--- src/rtl/ecc32_pkg.sv ---
// Shared constants and types for the 32-bit data / 8-check-bit SEC code.
// Used by both the encoder and the downstream corrector.
package ecc32_pkg;

    localparam int unsigned DATA_W = 32;
    localparam int unsigned CHK_W  = 8;
    localparam int unsigned CODE_W = DATA_W + CHK_W;

    typedef logic [DATA_W-1:0] data_t;
    typedef logic [CHK_W-1:0]  chk_t;
    typedef logic [CODE_W-1:0] code_t;

    // Rows 0..3 are byte parities, rows 4..7 encode (bit-in-byte + 1) in binary,
    // so every data column is unique with weight >= 2.
    localparam logic [CHK_W-1:0][DATA_W-1:0] CHK_MASK = {
        32'h8080_8080,
        32'h7878_7878,
        32'h6666_6666,
        32'h5555_5555,
        32'hFF00_0000,
        32'h00FF_0000,
        32'h0000_FF00,
        32'h0000_00FF
    };

    function automatic code_t make_code(input chk_t check, input data_t data);
        return {check, data};
    endfunction

endpackage

--- src/rtl/ecc32_chk_gen.sv ---
// Combinational 32-bit data to 8-bit check-bit generator.
// Each check bit is the parity of the data bits selected by its CHK_MASK row.
module ecc32_chk_gen
    import ecc32_pkg::*;
(
    input  logic [DATA_W-1:0] data,
    output logic [CHK_W-1:0]  check
);

    always_comb begin
        check = '0;
        for (int k = 0; k < CHK_W; k++) begin
            check[k] = ^(data & CHK_MASK[k]);
        end
    end

endmodule

--- src/rtl/ecc32_check_encoder.sv ---
// Streaming two-stage SEC encoder: 32-bit words in, {check, data} codewords out.
// Define ECC_ERR_INJECT_EN to add the one-shot codeword bit-flip ports inj_arm/inj_bit.
module ecc32_check_encoder
    import ecc32_pkg::*;
#(
    parameter int unsigned CNT_W = 16
) (
    input  logic              clk,
    input  logic              rst,
    input  logic              in_valid,
    output logic              in_ready,
    input  logic [DATA_W-1:0] in_data,
    output logic              out_valid,
    input  logic              out_ready,
    output logic [CODE_W-1:0] out_code,
`ifdef ECC_ERR_INJECT_EN
    input  logic              inj_arm,
    input  logic [5:0]        inj_bit,
`endif
    output logic [CNT_W-1:0]  word_cnt
);

    logic        s1_full;
    data_t       s1_data;
    logic        s2_full;
    code_t       s2_code;
    chk_t        s1_check;

    logic        in_fire;
    logic        out_fire;
    logic        s2_adv;
    logic        s1_move;

    ecc32_chk_gen u_chk_gen (
        .data  (s1_data),
        .check (s1_check)
    );

    // S2 can take a new word when empty or when its current word leaves this cycle.
    assign s2_adv   = !s2_full || out_ready;
    assign s1_move  = s1_full && s2_adv;
    assign in_ready = !s1_full || s2_adv;
    assign in_fire  = in_valid && in_ready;
    assign out_fire = s2_full && out_ready;

    always_ff @(posedge clk or posedge rst) begin
        if (rst) begin
            s1_full <= 1'b0;
            s1_data <= '0;
        end else if (in_fire) begin
            s1_full <= 1'b1;
            s1_data <= in_data;
        end else if (s1_move) begin
            s1_full <= 1'b0;
        end
    end

    always_ff @(posedge clk or posedge rst) begin
        if (rst) begin
            s2_full <= 1'b0;
            s2_code <= '0;
        end else if (s2_adv) begin
            s2_full <= s1_full;
            if (s1_full) begin
                s2_code <= make_code(s1_check, s1_data);
            end
        end
    end

    always_ff @(posedge clk or posedge rst) begin
        if (rst) begin
            word_cnt <= '0;
        end else if (out_fire) begin
            word_cnt <= word_cnt + CNT_W'(1);
        end
    end

    assign out_valid = s2_full;

`ifdef ECC_ERR_INJECT_EN
    logic  armed;
    code_t flip_mask;

    // A pulse during the draining cycle re-arms for the following word.
    always_ff @(posedge clk or posedge rst) begin
        if (rst) begin
            armed <= 1'b0;
        end else if (inj_arm) begin
            armed <= 1'b1;
        end else if (out_fire) begin
            armed <= 1'b0;
        end
    end

    always_comb begin
        flip_mask = '0;
        if (armed && s2_full && (int'(inj_bit) < CODE_W)) begin
            flip_mask = code_t'(1) << inj_bit;
        end
    end

    assign out_code = s2_code ^ flip_mask;
`else
    assign out_code = s2_code;
`endif

endmodule

--- config.mk ---
export PLATFORM = sky130hd
export DESIGN_NAME = ecc32_check_encoder
export DESIGN_NICKNAME = d
export VERILOG_FILES = /design/src/rtl/ecc32_pkg.sv /design/src/rtl/ecc32_chk_gen.sv /design/src/rtl/ecc32_check_encoder.sv
export SDC_FILE = /design/constraint.sdc
export NUM_CORES = 1
export LEC_CHECK = 0
export ABC_AREA = 1
export BUFFER_PORTS_ARGS = -buffer_cell sky130_fd_sc_hd__buf_2
export CAP_MARGIN = 15
export CORE_MARGIN = 2
export CORE_UTILIZATION = 58
export DETAILED_ROUTE_END_ITERATION = 6
export PLACE_DENSITY = 0.95
export SETUP_SLACK_MARGIN = 0.05
export SYNTH_ARGS = -nofsm -noshare
export SYNTH_HDL_FRONTEND = slang
export SYNTH_SLANG_ARGS = --single-unit
--- constraint.sdc ---
create_clock -name clk -period 5.64 [get_ports clk]
set_clock_uncertainty 0.2 [all_clocks]
set_input_delay 0 -clock clk [delete_from_list [all_inputs] [get_ports clk]]
set_output_delay 0 -clock clk [all_outputs]
set_load 0.05 [all_outputs]
### Word level (Yosys, flattened, before mapping)

Cells that the tools add are included.

* bits in registers: 90
* bits of input ports: 36
* output and inout port bits: 58
* logic and storage cells: 25

* $add $sub $neg: 1
* mux-type cells: 2
* reductions and logical operators: 17

Operators with widths (number)
* 32-bit XOR reduction: 8
* 16-bit by 1-bit adder with 16-bit output (second input constant): 1
* 1-bit logical AND: 3
* 1-bit zero test: 2
* 1-bit logical OR: 2
* 1-bit two-way mux: 2
* 2-bit AND reduction: 1
* 2-bit nonzero test: 1

### Longest topological paths before layout

Gate-level depths: netlist of the first run.

* depth in word-level cells: 5
* gate-level depth with buffers: 13
* gate-level depth less buffers: 13

### Modules after synthesis

A second synthesis of the first run with hierarchy kept.

* cells, all modules: 610
* area total of the unflattened synthesis: 4773.3 um2

Modules (own cells, without submodules)
* ecc32_check_encoder: instances 1, cells each 420, area each 3729.8 um2, seq. area each 2252.2 um2
* ecc32_chk_gen: instances 1, cells each 190, area each 1043.5 um2, seq. area each 0.0 um2

### Worst setup path before layout of the first run

No wires, ideal clock.

* path kind: register to register
* start point: register s2_full (netlist: out_valid)
* end point: register s1_data[0]
* setup time: 0.125 ns
* data arrival time: 1.993 ns
* data required time: 5.315 ns
* slack: 3.322 ns
* stages on the path, launching flop included: 5
* buffers on the path: 1
* period minus slack after synthesis: 2.318 ns
* cells stage by stage: dfrtp_1 -> nand3_1 -> nand2_1 -> buf_2 -> mux2_2

* cells in the longest elaborated chain, start to end: 4

RTL lines
* start, declared: RTL line ecc32_check_encoder.sv:25 `logic s2_full;`
* start signal, assigned: RTL line ecc32_check_encoder.sv:63 `s2_full <= s1_full;`
* 1-bit zero test: RTL line ecc32_check_encoder.sv:40 `assign s2_adv = !s2_full || out_ready;`
* 1-bit logical OR: RTL line ecc32_check_encoder.sv:40
* 1-bit logical OR: RTL line ecc32_check_encoder.sv:42 `assign in_ready = !s1_full || s2_adv;`
* net in_ready: RTL line ecc32_check_encoder.sv:11 `output logic in_ready,`
* 1-bit logical AND: RTL line ecc32_check_encoder.sv:43 `assign in_fire = in_valid && in_ready;`
* end signal, assigned: RTL line ecc32_check_encoder.sv:52 `s1_data <= in_data;`
* end, declared: RTL line ecc32_check_encoder.sv:24 `data_t s1_data;`

The timed path passes the listed nets, and every way through them passes these cells.
A chain may end at the register's enable or synchronous reset.

### Final worst setup path of the first run

* start point: register s1_data[12]
* end point: register s2_code[38] (netlist: out_code[38])

* cells in the longest elaborated chain, start to end: 1

RTL lines
* 32-bit XOR reduction: RTL line ecc32_chk_gen.sv:13 `check[k] = ^(data & CHK_MASK[k]);`
* end signal, assigned: RTL line ecc32_check_encoder.sv:65 `s2_code <= make_code(s1_check, s1_data);`
* end, declared: RTL line ecc32_check_encoder.sv:26 `code_t s2_code;`

Every way passes these cells.

==> flow_summary.json, run 1 <==
{
  "drt_iter0_markers": 163,
  "fmax_mhz": 548,
  "synth_area_mm2": 0.00426,
  "ys_seq_elements": 90,
  "grt_pass1_vias": 3627,
  "clkTransAtPathRegs_ns": 0.09,
  "fin_crit_sh_pct": 32.4,
  "drc_errors": 0,
  "dp_hpwl_um": 6440,
  "postLayoutCoreUtil_pct": 75.6,
  "post-synth-top-count-cell": "nand2_1",
  "yosys_warnings": 0,
  "async_reset_ff_share_pct": 100,
  "dp_cells": 641,
  "gp_congestion": 0.754,
  "dpl-instance-area_mm2": 0.00481,
  "synth_edf_count": 0,
  "clk_latency_ns": 0.36,
  "drv_slew": 0,
  "worstPathBufferInverterCount": 1,
  "ant_nets": 0,
  "postCtsSetupBuffers": 0,
  "cp.required_ns": 5.70,
  "hold_viol": 0,
  "synth_commonest_cells": "161 x nand2_1, 90 x dfrtp_1, 39 x xnor2_1",
  "ys_types": 27,
  "portBuffers": 93,
  "wl_um": 9870,
  "grt_usage_pct": 25.2,
  "rsz0062_at_grt": "false",
  "grt_pass1_wl_um": 16300,
  "synth_seq_area_share_pct": 52.8,
  "yosys_most_used_dff": "dfrtp_1",
  "core_area_mm2": 0.00718,
  "netlist_top_cells_area": "dfrtp_1 53%, nand2_1 14%, xnor2_1 8.0%",
  "r2r_slack_ns": 3.81,
  "start_kind": "register",
  "htree_levels": 3,
  "synthCells": 459,
  "cp_max_fo": 4,
  "crit_slowest_cell": "dfrtp_1",
  "critPathArrivalTime_ns": 1.88,
  "dieArea_mm2": 0.00805,
  "maxCapViolations": 0,
  "ctsLongestPathBuffers": 2,
  "outcome": "complete, no violations",
  "ir_drop_uv": 368,
  "cts_tree": "done",
  "drtPass1Iterations": 4,
  "grt_max_degree": 91,
  "cts_sinks": 90,
  "nNetsFinal": 626,
  "finalSetupTns_ns": 0,
  "avgSynthCellArea_um2": 9.29,
  "ioPinCount": 94,
  "wl_per_cell_um": 14.3,
  "hp-class": "in -> async",
  "synth_top_area_share_pct": 52.8,
  "final_area_mm2": 0.00542,
  "n_antenna_cell": 0,
  "synthToLayoutAreaGrowth_pct": 27.2,
  "cpMostUsedCell": "nand2_1",
  "slew_headroom_pct": 50.6,
  "layout.cells.non_filler": 692,
  "powerDensity_mw_per_mm2": 488,
  "yosysTopAreaCell": "dfrtp_1",
  "grt-ovfl-total": 0,
  "numCtsBuffers": 9,
  "initial_utilization_pct": 59.4,
  "die_height_um": 89.7,
  "worst_slew_pin_slew_ns": 0.740,
  "holdWs_ns": 0.102,
  "rows": 31,
  "die_x_um": 89.7,
  "p_leak_nw": 2.85,
  "critPathTopFamily": "simple AND/OR/NAND/NOR gates",
  "drive_gt1_share_pct": 24.3,
  "cpPeakStageDelay_ns": 0.41,
  "finalSetupViolations": 0,
  "syn-num-nets": 496,
  "crit_chain": "inv_1 -> nand2_1 -> nand2_1 -> nand2_1 -> nand2_1 -> nand2_1 -> nand2_1 -> nand2_1 -> nand2_1 -> nand2_1 -> nand3_1 -> nand2_1",
  "period_needed_ns": 1.83,
  "path_class": "reg -> reg",
  "antenna_found_initial": 0,
  "via_per_inst": 5.06,
  "via_count": 3499,
  "clockRootBuffer": "clkbuf_8",
  "cp-end-kind": "register"
}
-- worst paths after layout --
path                               from  cells past startpoint            to
max reg2reg                 s1_data[12]                     12  out_code[38]
max in group asynchronous           rst                      5   s1_data[13]
max                         s1_data[12]                     12  out_code[38]
min in group clk             in_data[6]                      3    s1_data[6]
min reg2reg                word_cnt[15]                      1  word_cnt[15]
min                                 rst                      4  out_code[26]
-- logic make-up after synthesis --
logic type      after synthesis  share of synthesized area (%)
buf+inv                      45                           4.55
flops                        90                           52.8
compound gates               33                           3.90
mux                          18                           4.75
simple gates                206                           20.0
xor+xnor                     66                           13.7
fa+ha+maj                     1                          0.293
-- registers in the layout (all words and copies together), names as in the netlist --
| signal | cells |
|---|---|
| out_valid | 1 |
| word_cnt | 16 |
| s1_data | 32 |
| s1_full | 1 |
| out_code | 40 |
-- area by class of cell --
class / instances / area [µm²]
clock buffer: 11 / 141
clock inverter: 4 / 98.8
fill: 488 / 1750
inverter: 32 / 121
multi-input combinational: 324 / 1820
sequential: 90 / 2250
tap: 99 / 124
timing repair buffer: 132 / 866
-- routing by layer --
metal / vias up / share of wire (%) / global-route usage, %
met1: 1665 / 40 / 28.7
met4: 0 / 2.5 / 10.5
met5: - / 0 / 0
met2: 116 / 53 / 47.0
met3: 28 / 4.6 / 4.19
li1: 1690 / - / -
-- report_power, final --
group          switching (mW)  total [mW]  internal [mW]
Combinational           0.845        1.18          0.339
Clock                   0.222       0.528          0.306
Sequential              0.130       0.933          0.803
Total                    1.20        2.65           1.45
-- worst reg2reg max path: stages (launching register included) --
cell and delay (ns):
dfrtp_1 0.41, inv_1 0.14, nand2_1 0.09, nand2_1 0.16, nand2_1 0.07, nand2_1 0.13
nand2_1 0.11, nand2_1 0.09, nand2_1 0.08, nand2_1 0.07, nand2_1 0.05, nand3_1 0.06
nand2_1 0.06
-- cell usage in the layout (no fill, tap or decap), types with 3 or more instances in the layout --
master / Yosys / final
dlygate4sd3_1: 0 / 35
o21ai_0: 17 / 17
mux2_2: 18 / 18
nand3_1: 15 / 15
nor2_1: 16 / 16
buf_4: 1 / 3
nand2_1: 161 / 160
xor2_1: 26 / 26
clkbuf_8: 0 / 10
dfrtp_1: 90 / 90
inv_1: 31 / 30
buf_2: 5 / 93
nor2_2: 3 / 3
bufinv_16: 0 / 3
a21oi_1: 14 / 14
xnor2_1: 39 / 39
nand2_2: 2 / 3
-- metrics by stage --
step / setup WS, ns / power, mW
2_1_floorplan: 3.10 / 1.82
3_3_place_gp: 3.96 / 2.04
3_5_place_dp: 3.85 / 2.08
4_1_cts: 3.83 / 2.64
5_1_grt: 3.69 / 2.79
6_report: 3.81 / 2.65
-- what timing repair did --
action	4_1_cts	5_1_grt
hold buffers	35	0
endpoints found under the setup margin	0	0
gates resized for setup	0	0
hold endpoints to repair	131	0
No activity file was read; power rests on OpenSTA's default activity.
==> run 2, diff against run 1 <==
--- a/config.mk
+++ b/config.mk
@@ -9,9 +9,9 @@
 export BUFFER_PORTS_ARGS = -buffer_cell sky130_fd_sc_hd__buf_2
 export CAP_MARGIN = 15
 export CORE_MARGIN = 2
-export CORE_UTILIZATION = 58
+export CORE_UTILIZATION = 49
 export DETAILED_ROUTE_END_ITERATION = 6
-export PLACE_DENSITY = 0.95
+export PLACE_DENSITY = 0.88
 export SETUP_SLACK_MARGIN = 0.05
 export SYNTH_ARGS = -nofsm -noshare
 export SYNTH_HDL_FRONTEND = slang
==> constraint.sdc (replaced) <==
create_clock -name clk -period 1.6 [get_ports clk]
set_clock_uncertainty 0.2 [all_clocks]
set_input_delay 0 -clock clk [delete_from_list [all_inputs] [get_ports clk]]
set_output_delay 0 -clock clk [all_outputs]
set_load 0.05 [all_outputs]
==> run 2 against run 1 <==
- the flow now finishes with violations (setup timing)
- non-clock buffer count rose by 39
- sequential power rose to 3.6 times the previous value
- die area rose by 18%
- count of clock-buffer cells in the layout fell by 1
- total power rose to 3.7 times the previous value
- first-iteration DRC count rose by 35%
- global-route usage fell by 0.68 points
- sequential cell count did not move
- critical endpoint is now out_code[37]
==> flow_summary.json, run 2 (synthesis results as in run 1) <==
{
  "outcome": "complete, but fails checks",
  "violations": "setup timing",
  "slew_headroom_pct": 60.7,
  "met3_usage_pct": 3.60,
  "start_kind": "register",
  "portBuffers": 93,
  "htree_levels": 3,
  "n_antenna_cell": 0,
  "antenna_found_initial": 0,
  "grt_pass1_wl_um": 18600,
  "rsz0062_at_grt": "true",
  "cts_tree": "done",
  "rows": 34,
  "r2r_end": "out_code[37]",
  "grt_usage_pct": 24.6,
  "drtPass1Iterations": 5,
  "drt_iter0_markers": 220,
  "maxCapViolations": 0,
  "powerDensity_mw_per_mm2": 1570,
  "wl_per_cell_um": 16.5,
  "critPathArrivalTime_ns": 1.73,
  "numCtsBuffers": 9,
  "initial_utilization_pct": 49.6,
  "grt-ovfl-total": 0,
  "grtUsageMet1_pct": 30.3,
  "layout_common_cells": "138 x nand2_1, 93 x buf_2, 73 x dfrtp_1, 36 x dlygate4sd3_1, 32 x buf_4",
  "path_class": "reg -> reg",
  "use_met2_pct": 42.9,
  "gp_congestion": 0.840,
  "period_needed_ns": 1.66,
  "ir_drop_uv": 1200,
  "r2r_slack_ns": -0.06,
  "layout_setup_ws_ns": -0.0600,
  "ioPinCount": 94,
  "grt_pass1_vias": 3821,
  "drc_errors": 0,
  "via_count": 3833,
  "layout.cells.non_filler": 741,
  "die_x_um": 97.3,
  "synthToLayoutAreaGrowth_pct": 45.8,
  "cts_sinks": 90,
  "dp_cells": 671,
  "clockRootBuffer": "clkbuf_8",
  "cp_max_fo": 3,
  "via_per_inst": 5.17,
  "worst_slew_pin_slew_ns": 0.589,
  "drv_slew": 0,
  "fin_crit_sh_pct": 104,
  "dieArea_mm2": 0.00946,
  "r2r_cells": 8,
  "dp_hpwl_um": 7180,
  "hp-class": "in -> async",
  "globalRoute.busiestLayer": "met2",
  "final_common_cell": "nand2_1",
  "p_leak_nw": 3.21,
  "cp-end-kind": "register",
  "finalSetupViolations": 7,
  "clk_latency_ns": 0.37,
  "grt_max_degree": 44,
  "wl_um": 12200,
  "nNetsFinal": 665,
  "drive_gt1_share_pct": 41.9,
  "r2r-start": "s1_data[22]",
  "core_area_mm2": 0.00859,
  "ctsLongestPathBuffers": 2,
  "die_height_um": 97.3,
  "pre_cts_slack_ns": -0.0484,
  "hold_viol": 0,
  "clkTransAtPathRegs_ns": 0.09,
  "largest_reg_flops": 40,
  "cp.required_ns": 1.67,
  "fmax_mhz": 602,
  "ant_nets": 0
}
run 2: changes by cell type in the layout (fill, tap and decap cells not counted), sizes merged:
cell	delta
buf	+37
bufinv	-3
clkbuf	-1
clkinv	+1
clkinvlp	+4
dlygate4sd3	+1
dlymetal6s4s	+1
run 2: critical path, stage by stage, from the launching register on:
cell     delay [ns]
dfrtp_1        0.44
buf_4          0.18
xnor2_4        0.19
xor2_1         0.22
nand2_1        0.08
nand2_1        0.06
nand2_1        0.06
nand3_1        0.08
nand2_1        0.05
run 2: metrics by stage:
stage	utilization (%)	hold WS (ns)	cell area, µm²	TNS, ns	power (mW)
finish	72.4	0.0972	6220	-0.289	9.78
global placement	60.3	-0.163	5180	0	7.51
CTS	69.5	0.0906	5970	-0.0750	9.40
detailed placement	60.3	-0.152	5180	-0.194	7.66
floorplan	-	-0.0515	4450	-5.26	6.59
global route	72.4	0.127	6220	-1.17	10.3
run 2: repair_timing:
action	CTS	global route
resized for setup	40	46
pin swaps	19	17
buffers inserted	9	9
hold endpoints to repair	133	0
hold buffers	37	0
endpoints found under the setup margin	11	33
run 2: worst max-delay path by stage:
| stage | start | end | slack, ns | cells past startpoint |
|---|---|---|---|---|
| CTS | word_cnt[0] | word_cnt[14] | -0.04 | 8 |
| finish | s1_data[22] | out_code[37] | -0.06 | 8 |
| global placement | s1_data[10] | out_code[36] | 0.03 | 7 |
| floorplan | word_cnt[1] | word_cnt[14] | -0.20 | 8 |
| global route | s1_data[29] | out_code[38] | -0.16 | 12 |
| detailed placement | word_cnt[1] | word_cnt[14] | -0.05 | 8 |
run 2: layer usage:
metal  vias up  part of all wire (%)
met5         -                     0
met4         0                   2.9
met3        36                   3.7
met2       122                    54
met1      1918                    40
li1       1757                     -
run 2: report_power, final:
group          internal, mW  switching (mW)
registers              2.85           0.530
logic                  1.66            3.32
clock network         0.565           0.852
run 2: layout make-up:
class	instances	area, µm²
Fill cell	539	2380
Multi-Input combinational cell	324	2300
Sequential cell	90	2270
Timing Repair Buffer	171	1220
Tap cell	108	135
Clock buffer	10	128
Inverter	32	124
Clock inverter	6	41.3
